<file path="config.mk">
export PLATFORM = sky130hd
export DESIGN_NAME = ercm8_6_approx_mult
export DESIGN_NICKNAME = d
export VERILOG_FILES = /design/src/rtl/ercm8_6_approx_mult.sv
export SDC_FILE = /design/constraint.sdc
export NUM_CORES = 1
export LEC_CHECK = 0
export CAP_MARGIN = 25
export CORE_ASPECT_RATIO = 1.25
export CORE_MARGIN = 4
export CORE_UTILIZATION = 59
export DETAILED_ROUTE_END_ITERATION = 16
export GPL_TIMING_DRIVEN = 0
export PLACE_DENSITY_LB_ADDON = 0.25
export SLEW_MARGIN = 30
export SYNTH_ARGS = -nofsm -noshare
export SYNTH_HDL_FRONTEND = slang
export SYNTH_SLANG_ARGS = --single-unit
</file>
<file path="constraint.sdc">
create_clock -name clk -period 0.8 [get_ports clk]
set_input_delay 0.2 -clock clk [delete_from_list [all_inputs] [get_ports clk]]
set_output_delay 0.2 -clock clk [all_outputs]
set_load 0.01 [all_outputs]
</file>
<file path="src/rtl/ercm8_6_approx_mult.sv">
// 8x8 unsigned approximate multiplier: columns 0..6 can each be switched to an
// OR-reduced, carry-free mode via mask; the product is registered once.
module ercm8_6_approx_mult (
   input  logic        clk,
   input  logic        rst_n,
   input  logic [7:0]  dat_in_a,
   input  logic [7:0]  dat_in_b,
   input  logic [6:0]  mask,
   output logic [15:0] dat_o
);

   logic [7:0]  w_pp [8];
   logic [3:0]  w_cnt [15];
   logic        w_or [15];
   logic [3:0]  w_wt [15];
   logic [14:0] w_exact;
   logic [15:0] w_row [4];
   logic [15:0] w_s0, w_c0, w_s1, w_c1, w_r;
   logic [15:0] r_dat;

   // 3:2 carry-save compressor over three 16-bit rows; returns {sum, carry<<1}.
   function automatic logic [31:0] csa3(input logic [15:0] x, input logic [15:0] y,
                                        input logic [15:0] z);
      logic [15:0] s;
      logic [15:0] cy;
      s  = x ^ y ^ z;
      cy = ((x & y) | (x & z) | (y & z)) << 1;
      return {s, cy};
   endfunction

   function automatic logic [15:0] cpa16(input logic [15:0] x, input logic [15:0] y);
      logic [15:0] s;
      logic        c;
      c = 1'b0;
      for (int k = 0; k < 16; k++) begin
         s[k] = x[k] ^ y[k] ^ c;
         c    = (x[k] & y[k]) | (x[k] & c) | (y[k] & c);
      end
      return s;
   endfunction

   always_comb begin
      for (int i = 0; i < 8; i++) begin
         for (int j = 0; j < 8; j++) begin
            w_pp[i][j] = dat_in_a[i] & dat_in_b[j];
         end
      end
   end

   // Per-column population count and OR reduction of the partial products.
   always_comb begin
      for (int c = 0; c < 15; c++) begin
         w_cnt[c] = 4'd0;
         w_or[c]  = 1'b0;
      end
      for (int i = 0; i < 8; i++) begin
         for (int j = 0; j < 8; j++) begin
            w_cnt[i+j] = w_cnt[i+j] + {3'b000, w_pp[i][j]};
            w_or[i+j]  = w_or[i+j] | w_pp[i][j];
         end
      end
   end

   // Upper columns are always exact; an OR-reduced column weighs at most 1,
   // so it can never launch a carry of its own.
   assign w_exact = {8'hFF, mask};

   always_comb begin
      for (int c = 0; c < 15; c++) begin
         w_wt[c] = w_exact[c] ? w_cnt[c] : {3'b000, w_or[c]};
      end
   end

   // Bit k of column c's weight lands in row k at bit position c+k.
   always_comb begin
      for (int k = 0; k < 4; k++) begin
         w_row[k] = 16'd0;
         for (int c = 0; c < 15; c++) begin
            w_row[k] = w_row[k] | (16'(w_wt[c][k]) << (c + k));
         end
      end
   end

   assign {w_s0, w_c0} = csa3(w_row[0], w_row[1], w_row[2]);
   assign {w_s1, w_c1} = csa3(w_s0, w_c0, w_row[3]);
   assign w_r          = cpa16(w_s1, w_c1);

   always_ff @(posedge clk or negedge rst_n) begin
      if (!rst_n) begin
         r_dat <= 16'd0;
      end else begin
         r_dat <= w_r;
      end
   end

   assign dat_o = r_dat;

endmodule

</file>
* Word level (Yosys, flattened, before mapping)
Index checks and enable logic that the tools add are counted.
** Word-level totals
- Register bits after elaboration :: 16
- Bits of input ports :: 25
- Output and inout port bits :: 16
- Word-level logic and storage cells :: 299
** Operators by class
- $add $sub $neg :: 49
- Multiplexer cells :: 6
- Bitwise operators :: 243
** Operators by type and width (number)
- AND 1 bit :: 104
- AND 15 bit :: 6
- adder 4 x 1 -> 4 bit :: 16
- bitwise OR 14 x 15 -> 15 bit :: 4
- bitwise OR 15 bit :: 4
- bitwise OR 13 x 14 -> 14 bit :: 4
- bitwise OR 12 x 13 -> 13 bit :: 4
- bitwise OR 11 x 12 -> 12 bit :: 4
- bitwise OR 1 bit :: 47
- bitwise OR 10 x 11 -> 11 bit :: 4
- bitwise OR 9 x 10 -> 10 bit :: 4
- adder 3 x 1 -> 4 bit :: 9
- bitwise OR 8 x 9 -> 9 bit :: 4
- adder 2 x 1 -> 3 bit :: 11
- bitwise OR 7 x 8 -> 8 bit :: 4
- bitwise OR 15 x 1 -> 15 bit, second input constant :: 2
- bitwise XOR 15 bit :: 2
- bitwise XOR 1 bit :: 29
- adder 1 x 1 -> 2 bit :: 13
- bitwise OR 6 x 7 -> 7 bit :: 3
- bitwise OR 5 x 6 -> 6 bit :: 3
- two-way mux 4 bit :: 4
- bitwise XOR 15 x 16 -> 16 bit :: 1
- bitwise XOR 16 x 15 -> 16 bit :: 1
- other kinds (9) :: 11

* Depth between registers and ports, before layout
Gate-level depths: netlist (run 1).
- Depth after elaboration :: 64
- Depth in mapped cells :: 24
- Mapped depth without buffers :: 23

* Least setup slack after synthesis (run 1)
Ideal clock, no wire load.
- Kind :: input to register
- Start point :: input port dat_in_a[2]
- End point :: register r_dat[15] (netlist: dat_o[15])
- Library setup time :: 0.122 ns
- Arrival :: 6.522 ns
- Required time :: 0.678 ns
- Setup slack :: -5.844 ns
- Cell stages on the path :: 24
- Path buffers :: 1
- Cell sequence :: buf_2 -> nand2_1 -> fa_1 -> fa_1 -> inv_1 -> ha_1 -> nor2b_1 -> a41oi_1 -> fa_1 -> ha_1 -> inv_1 -> fa_1 -> fa_1 -> fa_1 -> fa_1 -> fa_1 -> fa_1 -> inv_1 -> fa_1 -> inv_1 -> fa_1 -> fa_1 -> fa_1 -> xor2_1
** On the way
- Cells in the longest elaborated chain, start to end :: 60
- Elaborated cells on any way between the ends :: 185
- Those cells by class :: add/sub: 32; mux: 5; bitwise: 148
** RTL lines
- start, declared :: line 6 : input logic [7:0] dat_in_a,
- branches (longest 55 deep; another with adder 3 x 1 -> 4 bit)
- bitwise OR 1 bit * :: line 37 : c = (x[k] & y[k]) | (x[k] & c) | (y[k] & c);
- AND 1 bit :: line 37
- bitwise OR 1 bit :: line 37
- bitwise OR 1 bit * :: line 37
- bitwise XOR 1 bit * :: line 36 : s[k] = x[k] ^ y[k] ^ c;
- via w_r[15] :: line 18 : logic [15:0] w_s0, w_c0, w_s1, w_c1, w_r;
- end signal, assigned :: line 92 : r_dat <= w_r;
- end, declared :: line 19 : logic [15:0] r_dat;
Mark *: on every way through the listed nets, which the timed path passes.

* Worst setup path after layout (run 1)
- Start point :: input port dat_in_b[1]
- End point :: register r_dat[14] (netlist: dat_o[14])
** On the way
- Cells in the longest elaborated chain, start to end :: 59
- Elaborated cells on any way between the ends :: 162
- Those cells by class :: add/sub: 14; mux: 6; bitwise: 142
** RTL lines
- start, declared :: line 7 : input logic [7:0] dat_in_b,
- branches (longest 54 deep; another with adder 2 x 1 -> 3 bit)
- bitwise OR 1 bit * :: line 37
- AND 1 bit :: line 37
- bitwise OR 1 bit :: line 37
- bitwise OR 1 bit * :: line 37
- bitwise XOR 1 bit * :: line 36
- via w_r[14] :: line 18
Marks and branches as above.

==> flow_metrics.tcl, run 1 <==
set metrics [dict create \
    htreeDepth 1 \
    cts_tree "done" \
    crit_start "dat_in_b[1]" \
    setup_viol 31 \
    clk_pin_slew_ns 0.06 \
    grt_pass1_wl_mm 8.79 \
    nets 401 \
    hpwl_mm 4.13 \
    final_antenna_net_count 0 \
    portBuffers 35 \
    seq_power_share 0.221 \
    min_path_type "in -> async" \
    wl_per_cell_um 14.4 \
    hold_viol 0 \
    grt_remaining_overflow 0 \
    clock_power_share 0.127 \
    viasPerCell 5.17 \
    start_util 0.612 \
    core_area_um2 4070 \
    grt_pass1_vias 2010 \
    start_kind "input port" \
    regArea_um2 400 \
    syn_nets 355 \
    cp-endpoint "dat_o[14]" \
    critical_path_required_ns 0.94 \
    avgSynthCellArea_um2 9.76 \
    pin_count 41 \
    synth_cell_type_count 22 \
    grt_max_degree 17 \
    p_sw_frac 0.420 \
    netlist_instances 255 \
    antenna_found_initial 0 \
    holdBufCountCts 0 \
    yosysSeqAreaShare 0.161 \
    drt-pass1-iter-count 4 \
    finalCritPeriodShare 7.74 \
    critPathCaptureType "flip-flop" \
    max-cap-violations 0 \
    n_fill_cell 296 \
    violations "negative setup slack" \
    rows 26 \
    tns_ns -49.54 \
    drt-initial-drc-count 64 \
    max_freq_mhz 161 \
    maxSlewViolCount 0 \
    cts_root_buf "clkbuf_8" \
    power_leakage_uw 0.00159 \
    synthesis.area_um2 2490 \
    ys_warn_count 0 \
    p_comb_frac 0.652 \
    area_growth_pct 25.1 \
    post-route-min-period_ns 6.19 \
    net-switching-power_uw 2280 \
    critPathKind "in -> reg" \
    ys_seq_elements 16 \
    track_usage 0.216 \
    worstMarginPinSlew_ns 0.641 \
    status "finished, violations left" \
    cp_max_fo 6 \
    multi_input_area_um2 1930 \
    chipWidth_um 66.1 \
    finalWeightedCongestion 0.826 \
    drt-total-wl_mm 5.14 \
    cts_sinks 16 \
    dpl-instance-area_um2 2980 \
    antenna_cells 0 \
    vias 1840 \
    largest_register_ffs 16 \
    worstPathArrival_ns 6.34 \
    cellPowerDensity_nw_per_um2 1750 \
    final.setup.worst_slack_ns -5.39 \
    rsz0062_at_grt "true" \
    drive_gt1_frac 0.263 \
    cts_buffer_depth 2 \
    power.internal_uw 3150 \
    die_height_um 80.6 \
    peakVddDrop_uv 2120 \
    timing.slew.headroom 0.573 \
    cts_made_buffers 3 \
    drcViolationCount 0 \
    dieArea_um2 5330 \
    design_area_um2 3110 \
]
-- power groups by stage --
stage	logic [µW]	clock network (µW)	registers, µW
3_3_place_gp	3480	0	1220
3_5_place_dp	3630	0	1230
2_1_floorplan	2060	0	1400
6_report	3540	691	1200
4_1_cts	3510	708	1200
5_1_grt	4120	750	1230
-- how the worst min path moves through the flow --
stage	from	endpoint	cells past startpoint
finish	rst_n	dat_o[0]	1
CTS	rst_n	dat_o[15]	1
global route	rst_n	dat_o[15]	1
floorplan	rst_n	dat_o[0]	0
global placement	dat_in_a[0]	dat_o[0]	2
detailed placement	dat_in_a[0]	dat_o[0]	2
-- layer usage --
layer	vias up	part of all wire	wire length, µm	global-route usage
met5	-	0	0	0
met4	0	0.024	123	0.0528
met3	12	0.052	267	0.0280
met2	62	0.58	2970	0.415
met1	922	0.35	1780	0.248
li1	844	-	-	-
-- timing repair --
item | in CTS | in global routing
setup endpoints to repair | 48 | 31
gates resized for setup | 137 | 13
pin swaps | 20 | 6
buffers inserted | 6 | 0
-- worst max-delay path, cell delays in order --
cell and delay [ns]:
clkbuf_16 0.12, nand2_4 0.05, fa_1 0.47, fa_1 0.51, inv_2 0.05, ha_4 0.26
nor2b_2 0.04, a41oi_2 0.21, fa_1 0.46, ha_1 0.30, inv_2 0.04, fa_2 0.38
fa_2 0.34, fa_2 0.34, fa_2 0.34, fa_2 0.34, fa_2 0.34, inv_2 0.07
fa_2 0.19, inv_2 0.04, fa_2 0.33, fa_2 0.35, fa_2 0.53, inv_1 0.04
-- kinds of logic (layout without fill, tap and decap cells) --
kind of cell               after synthesis  in the layout  synth area share
AOI/OAI and AO/OA                       12             12            0.0327
xor gates and xnor gates                 2              2           0.00704
adders and majority gates               75             75             0.519
buffers and inverters                   68            113             0.105
DFF                                     16             16             0.161
and+or+nand+nor                         82             82             0.176
-- layout by cell type (no fill, tap or decap), types with 2 or more instances in the layout --
| cell | Yosys | layout |
|---|---|---|
| nand2_2 | 1 | 3 |
| inv_1 | 64 | 53 |
| buf_6 | 0 | 4 |
| clkbuf_8 | 0 | 4 |
| a21oi_1 | 5 | 4 |
| nand2_1 | 32 | 26 |
| and2_4 | 0 | 2 |
| buf_2 | 3 | 17 |
| nor3_1 | 2 | 2 |
| inv_2 | 0 | 11 |
| buf_4 | 0 | 6 |
| nand2_4 | 0 | 4 |
| fa_1 | 47 | 36 |
| nor2b_2 | 0 | 2 |
| fa_2 | 0 | 11 |
| clkdlybuf4s50_1 | 0 | 7 |
| and2_2 | 4 | 3 |
| buf_12 | 0 | 4 |
| dlygate4sd2_1 | 0 | 2 |
| ha_1 | 28 | 27 |
| nor2b_1 | 6 | 4 |
| and2_1 | 35 | 34 |
| dfrtp_1 | 16 | 16 |
-- final cells by class --
type / count / share of cell area
Buffer: 4 / 0.0205
Multi-Input combinational cell: 171 / 0.620
Tap cell: 56 / 0.0225
Timing Repair Buffer: 41 / 0.113
Clock buffer: 4 / 0.0177
Sequential cell: 16 / 0.129
Inverter: 64 / 0.0772
-- metrics by stage --
stage | utilization | hold WS (ns) | power, µW | setup WS (ns) | std cells
floorplan | - | -0.0956 | 3460 | -5.46 | 255
global placement | 0.734 | 0.511 | 4700 | -6.30 | 346
detailed placement | 0.734 | 0.513 | 4860 | -6.40 | 346
CTS | 0.757 | 0.108 | 5420 | -5.41 | 356
global route | 0.766 | 0.144 | 6100 | -5.51 | 356
finish | 0.766 | 0.0847 | 5430 | -5.39 | 356
-- synth_stat cells, drive strengths merged --
master | instances | area (µm²)
inv | 64 | 240
fa | 47 | 941
and2 | 39 | 249
nand2 | 33 | 126
ha | 28 | 350
dfrtp | 16 | 400
nor2b | 6 | 37.5
a21oi | 5 | 25.0
buf | 3 | 15.0
a32oi | 2 | 17.5
a41oi | 2 | 17.5
nor3 | 2 | 10.0
a21o | 1 | 7.51
a221oi | 1 | 8.76
and4 | 1 | 11.3
clkbuf | 1 | 5.00
nor2 | 1 | 3.75
o21ai | 1 | 5.00
xnor2 | 1 | 8.76
xor2 | 1 | 8.76
(Power assumes the default switching activity.)
==> run 2: changes to the inputs <==
--- a/config.mk
+++ b/config.mk
@@ -8,9 +8,10 @@
 export CAP_MARGIN = 25
 export CORE_ASPECT_RATIO = 1.25
 export CORE_MARGIN = 4
-export CORE_UTILIZATION = 59
+export CORE_UTILIZATION = 70
 export DETAILED_ROUTE_END_ITERATION = 16
-export GPL_TIMING_DRIVEN = 0
+export DONT_BUFFER_PORTS = 1
+export GPL_TIMING_DRIVEN = 1
 export PLACE_DENSITY_LB_ADDON = 0.25
 export SLEW_MARGIN = 30
 export SYNTH_ARGS = -nofsm -noshare
==> flow_metrics.tcl, run 2 (synthesis results as in run 1) <==
set metrics [dict create \
    status "finished, violations left" \
    violations "negative setup slack" \
    hpwl_mm 3.94 \
    drt-pass1-iter-count 4 \
    wl_met3_um 279 \
    peakVddDrop_uv 3000 \
    final_common_cell "inv_1" \
    chipWidth_um 61.3 \
    antenna_found_initial 0 \
    viasPerCell 5.78 \
    drive_gt1_frac 0.235 \
    drt-initial-drc-count 68 \
    final_cell_mix "51 x inv_1, 37 x fa_1, 33 x and2_1, 25 x ha_1, 24 x nand2_1" \
    timing.slew.headroom 0.546 \
    start_kind "input port" \
    finalCritPeriodShare 7.51 \
    cts_made_buffers 3 \
    die_height_um 74.7 \
    max_freq_mhz 166 \
    portBuffers 0 \
    wl_per_cell_um 17.0 \
    cts_sinks 16 \
    dieArea_um2 4580 \
    worstPathArrival_ns 6.16 \
    rsz0062_at_grt "true" \
    critical_path_required_ns 0.95 \
    wl_met2_mm 2.97 \
    area_growth_pct 14.2 \
    max_stage_delay_ns 0.53 \
    crit_family "adder cells" \
    track_usage 0.240 \
    place_ws_ns -5.50 \
    clk_pin_slew_ns 0.06 \
    critPathCaptureType "flip-flop" \
    power_leakage_uw 0.00141 \
    min_path_type "in -> async" \
    setup_viol 30 \
    maxSlewViolCount 0 \
    tns_ns -45.69 \
    antenna_cells 0 \
    critPathMostFrequentCell "fa_2" \
    highest_layer "met4" \
    final.setup.worst_slack_ns -5.21 \
    pin_count 41 \
    path_cells "nand2_4, fa_1, fa_1, inv_2, ha_4, nor2b_2, a41oi_2, fa_1, ha_1, inv_2, fa_2, fa_2, fa_2, fa_2, fa_2, fa_2, inv_2, fa_2, inv_2, fa_2, fa_2, fa_2, inv_2" \
    vias 1763 \
    final_cells 305 \
    drcViolationCount 0 \
    crit_start "dat_in_b[3]" \
    critPathKind "in -> reg" \
    cellPowerDensity_nw_per_um2 1800 \
    cts_tree "done" \
    htreeDepth 1 \
    grt_pass1_vias 1886 \
    rows 23 \
    cts_buffer_depth 2 \
    start_util 0.752 \
    largest_register_ffs 16 \
    cts_root_buf "clkbuf_8" \
    grt_max_degree 17 \
    path_depth 23 \
    finalWeightedCongestion 0.845 \
    slowest_stage "fa_2" \
    path_buf_inv 5 \
    max-cap-violations 0 \
    met1Wirelength_mm 1.77 \
    drt-total-wl_mm 5.18 \
    nets 369 \
    numPlacedInstances 299 \
    core_area_um2 3310 \
    hold_viol 0 \
    n_fill_cell 185 \
    grt_pass1_wl_mm 8.05 \
    worstMarginPinSlew_ns 0.681 \
    grt_remaining_overflow 0 \
    post-route-min-period_ns 6.01 \
    cp-endpoint "dat_o[14]" \
    cp_max_fo 9 \
    final_antenna_net_count 0 \
    total_power_uw 5130 \
]
## run 2: cell count changes in the layout (fill, tap and decap cells not counted), moves of 2 or more
cell and delta:
buf_2 -17, ha_1 -2, dlygate4sd2_1 -2, buf_4 +6, clkdlybuf4s50_1 -7, nand2_4 -2, nand2_8 +3, nand2_1 -2
buf_12 -4, ha_4 +2, inv_2 +2, inv_1 -2, buf_6 -4
## run 2: worst min path at each step
stage               cells past startpoint  slack, ns   endpoint
floorplan                               0       -0.1   dat_o[0]
global placement                        0       -0.1  dat_o[15]
detailed placement                      0       -0.1  dat_o[15]
CTS                                     1       0.07   dat_o[1]
global route                            1       0.04   dat_o[1]
finish                                  1       0.05   dat_o[8]
## run 2: repair_timing
item	in CTS	in global routing
resized for setup	16	19
pin swaps	14	12
hold buffers	1	0
endpoints found under the setup margin	30	47
hold endpoints to repair	16	0
buffers inserted	1	0
## run 2: through the flow
step,hold slack [ns],cell area (µm²),utilization
detailed placement,-0.0953,2640,0.798
finish,0.0454,2840,0.859
CTS,0.0678,2790,0.842
global route,0.0357,2840,0.859
floorplan,-0.0956,2560,-
global placement,-0.0953,2640,0.798
## run 2: final cells by class
class                   count  area, µm²  share of cell area
inverters                  64        240              0.0845
repair buffers             13        103              0.0361
clock buffers               4       55.1              0.0194
well taps                  37       46.3              0.0163
multi-input cells         171       2000               0.703
flip-flops and latches     16        400               0.141
## run 2: routing by layer
layer,GRT usage,vias up
li1,-,779
met3,0.0395,16
met2,0.444,50
met5,0,-
met1,0.276,918
met4,0.0849,0
## run 2: where the power goes
group	internal [µW]	leakage, µW	switching [µW]	total (µW)
registers	1150	0.000190	267	1420
logic	1360	0.00119	1650	3010
clock network	437	0.0000288	263	700
